**config.mk**
```make
export PLATFORM = sky130hd
export DESIGN_NAME = oled_spi_streamer
export DESIGN_NICKNAME = d
export VERILOG_FILES = /design/src/rtl/oled_spi_streamer.sv
export SDC_FILE = /design/constraint.sdc
export NUM_CORES = 1
export LEC_CHECK = 0
export CAP_MARGIN = 15
export CORE_MARGIN = 1
export CORE_UTILIZATION = 35
export DETAILED_ROUTE_END_ITERATION = 10
export HOLD_SLACK_MARGIN = 0.1
export SYNTH_ARGS = -nofsm -noshare
export SYNTH_HDL_FRONTEND = slang
export SYNTH_SLANG_ARGS = --single-unit
```
**constraint.sdc**
```tcl
create_clock -name clk -period 3.8 [get_ports clk]
set_input_delay 0.57 -clock clk [delete_from_list [all_inputs] [get_ports clk]]
set_output_delay 0.57 -clock clk [all_outputs]
set_load 0.005 [all_outputs]
```
**src/rtl/oled_spi_streamer.sv**
```systemverilog
// SSD1306-style OLED streamer: panel reset, 12-byte init, then 1024-byte frames over SPI mode 0.
// Ports: clk/rst (async high), enable, data_to_send in; byte_counter, oled_* SPI pins, frame_done out.
module oled_spi_streamer #(
  parameter int CLK_DIV    = 4,
  parameter int RES_CYCLES = 20000
) (
  input  logic       clk,
  input  logic       rst,
  input  logic       enable,
  input  logic [7:0] data_to_send,
  output logic [9:0] byte_counter,
  output logic       oled_sclk,
  output logic       oled_mosi,
  output logic       oled_cs,
  output logic       oled_dc,
  output logic       oled_res,
  output logic       frame_done
);

  localparam int RW = (RES_CYCLES < 2) ? 1 : $clog2(RES_CYCLES);
  localparam logic [RW-1:0] RES_M1 = RW'(RES_CYCLES - 1);
  localparam logic [7:0]    DIV_M1 = 8'(CLK_DIV - 1);

  localparam logic [2:0] S_RES_LOW  = 3'd0;
  localparam logic [2:0] S_RES_WAIT = 3'd1;
  localparam logic [2:0] S_INIT     = 3'd2;
  localparam logic [2:0] S_IDLE     = 3'd3;
  localparam logic [2:0] S_FETCH    = 3'd4;
  localparam logic [2:0] S_DATA     = 3'd5;

  localparam logic [1:0] P_LOAD  = 2'd0;
  localparam logic [1:0] P_SHIFT = 2'd1;
  localparam logic [1:0] P_GAP   = 2'd2;

  logic [2:0]    r_state;
  logic [RW-1:0] r_rcnt;
  logic [1:0]    r_phase;
  logic [7:0]    r_div;
  logic          r_sclk;
  logic [2:0]    r_bit;
  logic [7:0]    r_sh;
  logic [3:0]    r_cmd;
  logic [9:0]    r_bc;
  logic          r_fetch;
  logic          r_fd;

  logic w_active;
  logic w_gap;

  function automatic logic [7:0] f_cmd(input logic [3:0] idx);
    case (idx)
      4'd0:    f_cmd = 8'hAE;
      4'd1:    f_cmd = 8'h8D;
      4'd2:    f_cmd = 8'h14;
      4'd3:    f_cmd = 8'h20;
      4'd4:    f_cmd = 8'h00;
      4'd5:    f_cmd = 8'h21;
      4'd6:    f_cmd = 8'h00;
      4'd7:    f_cmd = 8'h7F;
      4'd8:    f_cmd = 8'h22;
      4'd9:    f_cmd = 8'h00;
      4'd10:   f_cmd = 8'h07;
      default: f_cmd = 8'hAF;
    endcase
  endfunction

  // A byte is on the wire only in INIT and DATA; the gap
  // cycle is its last cycle, with cs already high.
  assign w_active = (r_state == S_INIT) || (r_state == S_DATA);
  assign w_gap    = (r_phase == P_GAP);

  assign oled_cs      = ~(w_active && !w_gap);
  assign oled_sclk    = w_active && (r_phase == P_SHIFT) && r_sclk;
  assign oled_mosi    = w_active && !w_gap && r_sh[7];
  assign oled_dc      = (r_state == S_DATA);
  assign oled_res     = (r_state != S_RES_LOW);
  assign byte_counter = r_bc;
  assign frame_done   = r_fd;

  always_ff @(posedge clk or posedge rst) begin
    if (rst) begin
      r_state <= S_RES_LOW;
      r_rcnt  <= '0;
      r_phase <= P_LOAD;
      r_div   <= '0;
      r_sclk  <= 1'b0;
      r_bit   <= '0;
      r_sh    <= '0;
      r_cmd   <= '0;
      r_bc    <= '0;
      r_fetch <= 1'b0;
      r_fd    <= 1'b0;
    end else begin
      r_fd <= 1'b0;

      // Byte shifter: load, 8 x (low,high) half-periods, gap.
      if (w_active) begin
        case (r_phase)
          P_LOAD: begin
            r_phase <= P_SHIFT;
            r_div   <= '0;
            r_sclk  <= 1'b0;
            r_bit   <= '0;
          end
          P_SHIFT: begin
            if (r_div == DIV_M1) begin
              r_div <= '0;
              if (!r_sclk) begin
                r_sclk <= 1'b1;
              end else begin
                r_sclk <= 1'b0;
                if (r_bit == 3'd7) begin
                  r_phase <= P_GAP;
                end else begin
                  r_bit <= r_bit + 3'd1;
                  r_sh  <= {r_sh[6:0], 1'b0};
                end
              end
            end else begin
              r_div <= r_div + 8'd1;
            end
          end
          default: r_phase <= P_LOAD;
        endcase
      end

      case (r_state)
        S_RES_LOW: begin
          if (r_rcnt == RES_M1) begin
            r_rcnt  <= '0;
            r_state <= S_RES_WAIT;
          end else begin
            r_rcnt <= r_rcnt + 1'b1;
          end
        end
        S_RES_WAIT: begin
          if (r_rcnt == RES_M1) begin
            r_rcnt  <= '0;
            r_state <= S_INIT;
            r_cmd   <= '0;
            r_sh    <= f_cmd(4'd0);
            r_phase <= P_LOAD;
          end else begin
            r_rcnt <= r_rcnt + 1'b1;
          end
        end
        S_INIT: begin
          if (w_gap) begin
            if (r_cmd == 4'd11) begin
              r_state <= S_IDLE;
            end else begin
              r_cmd <= r_cmd + 4'd1;
              r_sh  <= f_cmd(r_cmd + 4'd1);
            end
          end
        end
        S_IDLE: begin
          if (enable) begin
            r_state <= S_FETCH;
            r_bc    <= '0;
            r_fetch <= 1'b0;
          end
        end
        S_FETCH: begin
          // Controller registers data one clk after the index
          // moves, so capture on the second fetch cycle.
          if (!r_fetch) begin
            r_fetch <= 1'b1;
          end else begin
            r_sh    <= data_to_send;
            r_phase <= P_LOAD;
            r_state <= S_DATA;
          end
        end
        S_DATA: begin
          if (w_gap) begin
            r_fetch <= 1'b0;
            if (r_bc == 10'd1023) begin
              r_fd    <= 1'b1;
              r_bc    <= '0;
              r_state <= enable ? S_FETCH : S_IDLE;
            end else begin
              r_bc    <= r_bc + 10'd1;
              r_state <= S_FETCH;
            end
          end
        end
        default: r_state <= S_RES_LOW;
      endcase
    end
  end

endmodule

```
; Word level (Yosys, flattened, before mapping)
; Memory sizes are Yosys's and may differ from the RTL's.
; Index checks and enable logic that the tools add are counted.
[classes]
add_sub_neg = 5
n_bitwise = 1
n_reduce_logical = 21
n_mux = 52
n_eq_ne = 23
[op_table]
columns = cell, n
row1 = 8-bit 2-to-1 mux, 10
row2 = 3-bit 2-to-1 mux, 12
row3 = 10-bit 2-to-1 mux, 3
row4 = 8-bit case mux with 3 select lines, 1
row5 = 10-bit case mux with 2 select lines, 1
row6 = 3-bit case mux with 6 select lines, 1
row7 = 2-bit inequality test (second input constant), 8
row8 = 8-bit case mux with 2 select lines, 1
row9 = 15-bit by 1-bit adder with 15-bit output (second input constant), 1
row10 = 15-bit equality test (second input constant), 1
row11 = 15-bit 2-to-1 mux, 1
row12 = 2-bit 2-to-1 mux, 6
row13 = 4-bit 2-to-1 mux, 3
row14 = 10-bit by 1-bit adder with 10-bit output (second input constant), 1
row15 = 10-bit equality test (second input constant), 1
row16 = 3-bit equality test (second input constant), 3
row17 = 3-bit AND reduction, 3
row18 = 8-bit by 1-bit adder with 8-bit output (second input constant), 1
row19 = 8-bit by 2-bit equality test with 1-bit output (second input constant), 1
row20 = 2-bit case mux with 2 select lines, 2
row21 = 4-bit case mux with 2 select lines, 1
row22 = 1-bit 2-to-1 mux, 7
row23 = 7-bit AND reduction, 1
row24 = 3-bit by 2-bit equality test with 1-bit output (second input constant), 2
row25 = other kinds (22), 30
[totals]
memories = 1
mem_bits_ro = 128
ff_bits = 56
elab_cells = 114
[mem_list]
columns = memory, words, word_bits, rd, rd_clocked_by_memory_dff, wr, line_no
row1 = (name not given), 16, 8, 1, 0, 0, 51  ; case (idx)

; Logic depth before layout (Yosys ltp)
; Gate-level depths: netlist (run 1).
[depth]
ltp_word = 9
mapped_depth = 7

; Worst setup path after synthesis (run 1)
; OpenSTA, ideal clock, no wires.
[synth_path]
kind = register to register
from = reg r_rcnt[6]
to = reg r_sh[0]
path_stages_with_launch = 6
setup_ps = 124
synth_period_minus_slack_ps = 2006
slack_ps = 1794
n_path_buf = 0
arrival_ps = 1881
path_cell_list = dfrtp_1 > or4b_4 > nor4_4 > nand3_4 > and4_4 > a211o_1
[synth_between]
elab_chain_len = 3
[synth_lines]
columns = element, line_no
row1 = start: declaration, 36  ; logic [RW-1:0] r_rcnt;
row2 = start signal: assignment, 133  ; r_rcnt <= r_rcnt + 1'b1;
row3 = start signal: assignment, 144  ; r_rcnt <= r_rcnt + 1'b1;
row4 = 15-bit equality test, 137  ; if (r_rcnt == RES_M1) begin
row5 = 8-bit 2-to-1 mux, 137
row6 = 8-bit case mux with 3 select lines, 127  ; case (r_state)
row7 = end signal: assignment, 116  ; r_sh <= {r_sh[6:0], 1'b0};
row8 = end signal: assignment, 141  ; r_sh <= f_cmd(4'd0);
row9 = end signal: assignment, 153  ; r_sh <= f_cmd(r_cmd + 4'd1);
row10 = end: declaration, 41  ; logic [7:0] r_sh;
; No other way between the ends.
; A chain may end at the register's enable or synchronous reset.

; Worst setup path in the final report (run 1)
[layout_path]
from = reg r_state[1]
to = out oled_sclk
[layout_between]
elab_chain_len = 4
[layout_lines]
columns = element, line_no
row1 = start: declaration, 35  ; logic [2:0] r_state;
row2 = start signal: assignment, 181  ; r_state <= enable ? S_FETCH : S_IDLE;
row3 = 3-bit by 2-bit equality test with 1-bit output or 3-bit equality test (tied branches), 69  ; assign w_active = (r_state == S_INIT) || (r_state == S_DATA);
row4 = 1-bit logical OR (*), 69
row5 = 1-bit logical AND (*) (2 in a row), 73  ; assign oled_sclk = w_active && (r_phase == P_SHIFT) && r_sclk;
row6 = end: declaration, 12  ; output logic oled_sclk,
; Mark *: on every way between the ends. The rest lies on a longest branch, timed or not.

==> results of run 1 <==
power by group through the flow:
stage	clock network [mW]	logic, mW	registers (mW)
after CTS	0.364	0.0271	0.596
after global routing	0.390	0.0297	0.596
after detailed placement	0	0.0271	0.607
after floorplan	0	0.00990	0.607
final	0.353	0.0258	0.595
after global placement	0	0.0267	0.607
registers in the layout, summed over array words and instances (netlist names), 2 cells and up:
register	count
r_rcnt	15
byte_counter	10
r_div	8
r_sh	8
r_cmd	4
r_bit	3
r_state	3
r_phase	2
synthesized netlist by cell type (7+ instances only):
library cell   n  area share
inv_1         10       0.011
ha_1          12       0.044
o21ai_0       24       0.035
xor2_1         9       0.023
nor2_1        23       0.025
clkbuf_1       9      0.0098
nand3_1       18       0.026
mux2i_1        9       0.026
a21oi_1       12       0.017
nor3_1        12       0.017
xnor2_1       11       0.028
dfrtp_1       56        0.41
and3_1        10       0.018
a31oi_1        7       0.013
nand2_1       44       0.048
nand4_1        9       0.016
cells by family (layout without fill, tap and decap cells):
family,count (synthesis),count (layout),synth area share
XOR/XNOR,20,20,0.05089
flip-flops,56,56,0.4071
AND/OR/NAND/NOR,167,167,0.2777
buffers and inverters,27,49,0.03489
multiplexers,11,11,0.03272
adder cells (fa/ha/maj),12,12,0.04362
AO/OA/AOI/OAI,81,81,0.1530
worst max-delay path: stages, from the launching register on:
cell	delay (ns)
dfrtp_1	0.71
or3b_4	0.48
a21oi_1	0.36
and3_1	0.21
clkdlybuf4s50_1	0.49
cell type report:
cell class              instances  area [sq um]  area share
inverters                      12         45.04     0.01152
repair buffers                 29         282.8     0.07230
clock inverters                 1         7.507    0.001919
clock buffers                   7         86.33     0.02207
flip-flops and latches         56          1401      0.3583
multi-input cells             291          1927      0.4926
well taps                     129         161.4     0.04127
how the worst max path moves through the flow:
stage / endpoint / slack [ns]
final: oled_sclk / 0.66
after global routing: oled_sclk / 0.48
after CTS: oled_sclk / 0.65
after detailed placement: oled_sclk / 1.01
after global placement: oled_sclk / 1.08
after floorplan: r_sh[0] / 1.79
through the flow:
stage | cell area (sq um) | setup WS, ns | cells
after floorplan | 3442 | 1.795 | 374
after global placement | 3817 | 1.078 | 517
after detailed placement | 3817 | 1.014 | 517
after CTS | 3911 | 0.6466 | 525
after global routing | 3911 | 0.4821 | 525
final | 3911 | 0.6631 | 525
per-layer routing:
| metal | share of wire | track usage |
|---|---|---|
| met1 | 0.50 | 0.2246 |
| met2 | 0.45 | 0.2522 |
| met3 | 0.036 | 0.03244 |
| met4 | 0.017 | 0.05017 |
| met5 | 0 | 0 |
==> flow_metrics.tcl, run 1 <==
set metrics [dict create \
    p_comb_frac 0.027 \
    worst-r2r-cell-count 6 \
    grt_pass1_vias 2700 \
    critPathMaxFanout 20 \
    wire_per_inst_microns 14.56 \
    vias_per_cell 5.381 \
    fill_cells 944 \
    drt_iter0_drc 126 \
    rr_endpoint "r_sh[0]" \
    drive_above_1_share 0.07828 \
    post-cts-setup-buffer-count 0 \
    final_common_cell "dfrtp_1" \
    drc 0 \
    reg2reg_slack_ns 1.36 \
    overflow 0 \
    ios 27 \
    clkSlewWorstSetupHoldPaths_ns 0.11 \
    peakVddDrop_v 0.0001505 \
    cts_buffers 5 \
    holdWs_ns 0.4945 \
    cts_buffer_depth 2 \
    syn_inst 374 \
    p_seq_frac 0.611 \
    synth_edf_count 0 \
    syn-mean-instance-area_sq_um 9.203 \
    postSynth.asyncResetShare 1.000 \
    cp-start-kind "flip-flop" \
    port_buffers 26 \
    pwr-share-clk 0.362 \
    die_area_sq_mm 0.01024 \
    cap_violations 0 \
    cts_tree "done" \
    die_w_microns 101.2 \
    slew_viol_final 0 \
    clock_skew_ns 0.01051 \
    swShare 0.2252 \
    max_freq_mhz 318.8 \
    dpl.hpwl_mm 5.481 \
    area_delta_synth_final_pct 13.63 \
    core_sq_mm 0.009371 \
    cts_resized 0 \
    status "finished clean" \
    final_cell_mix "56 x dfrtp_1, 44 x nand2_1, 26 x clkdlybuf4s50_1" \
    synth_flop_cell "dfrtp_1" \
    timing.rr.start "r_state[2]" \
    ys_ff_latch 56 \
    totalWireLength_mm 7.645 \
    setup_violations 0 \
    antenna_found_initial 0 \
    ctsHoldBuffers 0 \
    die_y_microns 101.2 \
    p_int_mw 0.7548 \
    post-route-period-util 0.8255 \
    first_pass_iters 4 \
    cp_data_required_time_ns 3.23 \
    gp_congestion 0.8141 \
    clock_latency_ns 0.32 \
    num_rows 35 \
    cts.sinks 56 \
    power_density_mw_per_mm2 249.1 \
    yosys_warnings 0 \
    tns_ns 0 \
    grtUsageTotal 0.1611 \
    grt_max_degree 30 \
    whs_path_depth 2 \
    critPathLaunch "r_state[1]" \
    hold_viol 0 \
    end_kind "primary output" \
    crit_arrival_ns 2.57 \
    root_buffer "clkbuf_8" \
    holdCritPathClass "reg2reg" \
    htree_num_levels 2 \
    crit_type "reg2out" \
    leakage_nw 1.675 \
    switchingPower_mw 0.2193 \
    total_power_mw 0.9741 \
    fin_crit_ns 3.137 \
    min_to "r_sh[2]" \
    slew_headroom 0.5335 \
    start_util 0.3673 \
    rsz0062_at_grt "no" \
    syn_nets 397 \
    tightest_slew_ns 0.6983 \
    grt_pass1_wl_mm 13.02 \
    drtAntennaViolNets 0 \
    hp-start "r_sh[1]" \
    post-route-util 0.4174 \
    synth.distinct_cells 68 \
    netlist_area_sq_mm 0.003442 \
    num_vias 2825 \
    fin_nets 418 \
    yosysSeqAreaShare 0.4071 \
    antennaDiodeCount 0 \
]
Power figures use the tool's default switching activity.
==> inputs of run 2 (changes only) <==
==> constraint.sdc (replaced) <==
create_clock -name clk -period 3.1 [get_ports clk]
set_input_delay 0.465 -clock clk [delete_from_list [all_inputs] [get_ports clk]]
set_output_delay 0.465 -clock clk [all_outputs]
set_load 0.005 [all_outputs]
==> flow_metrics.tcl, run 2 (synthesis gave the netlist of run 1 again) <==
set metrics [dict create \
    status "finished clean" \
    grt_pass1_vias 2704 \
    critPathSlowestCell "clkdlybuf4s50_1" \
    switchingPower_mw 0.2591 \
    area_delta_synth_final_pct 14.43 \
    grt_max_degree 57 \
    p_comb_frac 0.028 \
    hp-start "r_sh[1]" \
    cap_violations 0 \
    cts_resized 0 \
    regMostFlops "r_rcnt" \
    port_buffers 26 \
    critPathMaxFanout 6 \
    final_common_cell "dfrtp_1" \
    dpl.hpwl_mm 5.373 \
    start_util 0.3673 \
    pwr-share-clk 0.357 \
    path_buf_inv 1 \
    root_buffer "clkbuf_8" \
    holdCritPathClass "reg2reg" \
    final_cell_mix "56 x dfrtp_1, 44 x nand2_1, 26 x clkdlybuf4s50_1" \
    p_int_mw 0.9270 \
    post-cts-setup-buffer-count 0 \
    drc 0 \
    tightest_slew_ns 0.7020 \
    totalWireLength_mm 7.502 \
    grtUsageTotal 0.1567 \
    setup_ws_ns 0.4074 \
    power_density_mw_per_mm2 301.1 \
    die_area_sq_mm 0.01024 \
    end_kind "primary output" \
    hold_viol 0 \
    setup_violations 0 \
    fin_nets 420 \
    ios 27 \
    critPathMaxStageDelay_ns 0.49 \
    die_y_microns 101.2 \
    die_w_microns 101.2 \
    whs_path_depth 2 \
    clkSlewWorstSetupHoldPaths_ns 0.09 \
    rsz0062_at_grt "no" \
    antennaDiodeCount 0 \
    post-route-period-util 0.8686 \
    drtAntennaViolNets 0 \
    ctsHoldBuffers 0 \
    largest_register_ffs 15 \
    path_delay_family "simple AND/OR/NAND/NOR gates" \
    reg2reg_slack_ns 0.81 \
    post-place-ws_ns 0.7319 \
    worst-r2r-cell-count 6 \
    vias_per_cell 5.436 \
    wire_per_inst_microns 14.24 \
    num_rows 35 \
    cts_tree "done" \
    leakage_nw 1.689 \
    cp-start-kind "flip-flop" \
    clock_skew_ns 0.01044 \
    crit_type "reg2out" \
    num_vias 2865 \
    crit_chain "or3b_4 > a21oi_1 > and3_1 > clkdlybuf4s50_1" \
    cts_buffers 5 \
    crit_arrival_ns 2.23 \
    core_sq_mm 0.009371 \
    first_pass_iters 4 \
    grt_pass1_wl_mm 12.95 \
    htree_num_levels 2 \
    gp_congestion 0.8427 \
    clock_latency_ns 0.30 \
    max_freq_mhz 371.4 \
    rr_endpoint "r_sh[0]" \
    cts_buffer_depth 2 \
    cp_data_required_time_ns 2.63 \
    tns_ns 0 \
    timing.rr.start "r_cmd[1]" \
    overflow 0 \
    drt_iter0_drc 101 \
    peakVddDrop_v 0.0001569 \
    swShare 0.2184 \
    drive_above_1_share 0.08291 \
    slew_viol_final 0 \
    slew_headroom 0.5310 \
    min_to "r_sh[2]" \
    p_seq_frac 0.615 \
    cts.sinks 56 \
    fin_crit_ns 2.693 \
    antenna_found_initial 0 \
]
[run 2: cell count changes in the layout (fill, tap and decap cells not counted), sizes merged]
cell	before	now
buf	3	5
[run 2: worst min-delay path, delay by kind of cell, from the launching register on]
family / cells / cell delay [ns]
simple gates: 2 / 0.12
flops: 1 / 0.35
[run 2: layer usage]
metal / up-vias / track usage / routed length [microns]
li1: 1412 / - / -
met1: 1403 / 0.2257 / 3773
met5: - / 0 / 0
met4: 0 / 0.04013 / 55
met2: 48 / 0.2491 / 3454
met3: 2 / 0.02001 / 219
[run 2: final cells by class]
cell class | count | area [sq um]
Timing Repair Buffer | 31 | 310.3
Clock buffer | 7 | 86.33
Clock inverter | 1 | 7.507
Sequential cell | 56 | 1401
Inverter | 12 | 45.04
Tap cell | 129 | 161.4
Fill cell | 958 | 5433
Multi-Input combinational cell | 291 | 1927
[run 2: worst max path at each step]
| stage | start | end | depth (start not counted) |
|---|---|---|---|
| 2_1_floorplan | r_rcnt[6] | r_sh[0] | 5 |
| 3_3_place_gp | r_state[1] | oled_sclk | 4 |
| 3_5_place_dp | r_state[1] | oled_sclk | 4 |
| 4_1_cts | r_state[1] | oled_sclk | 4 |
| 5_1_grt | r_state[1] | oled_sclk | 4 |
| 6_report | r_state[1] | oled_sclk | 4 |
[run 2: metrics by stage]
step	cells	total power, mW	hold WS, ns	instance area, sq um	utilization
2_1_floorplan	374	0.7565	0.4508	3442	-
3_3_place_gp	519	0.7794	0.4687	3845	0.4103
3_5_place_dp	519	0.7793	0.4936	3845	0.4103
4_1_cts	527	1.208	0.5105	3939	0.4203
5_1_grt	527	1.237	0.5444	3939	0.4203
6_report	527	1.186	0.5085	3939	0.4203
[run 2: power by group through the flow]
| stage | Combinational (mW) | Sequential (mW) | Clock [mW] |
|---|---|---|---|
| after floorplan | 0.0121 | 0.744 | 0 |
| after global placement | 0.0351 | 0.744 | 0 |
| after detailed placement | 0.0350 | 0.744 | 0 |
| after CTS | 0.0351 | 0.730 | 0.443 |
| after global routing | 0.0377 | 0.730 | 0.469 |
| final | 0.0333 | 0.730 | 0.423 |
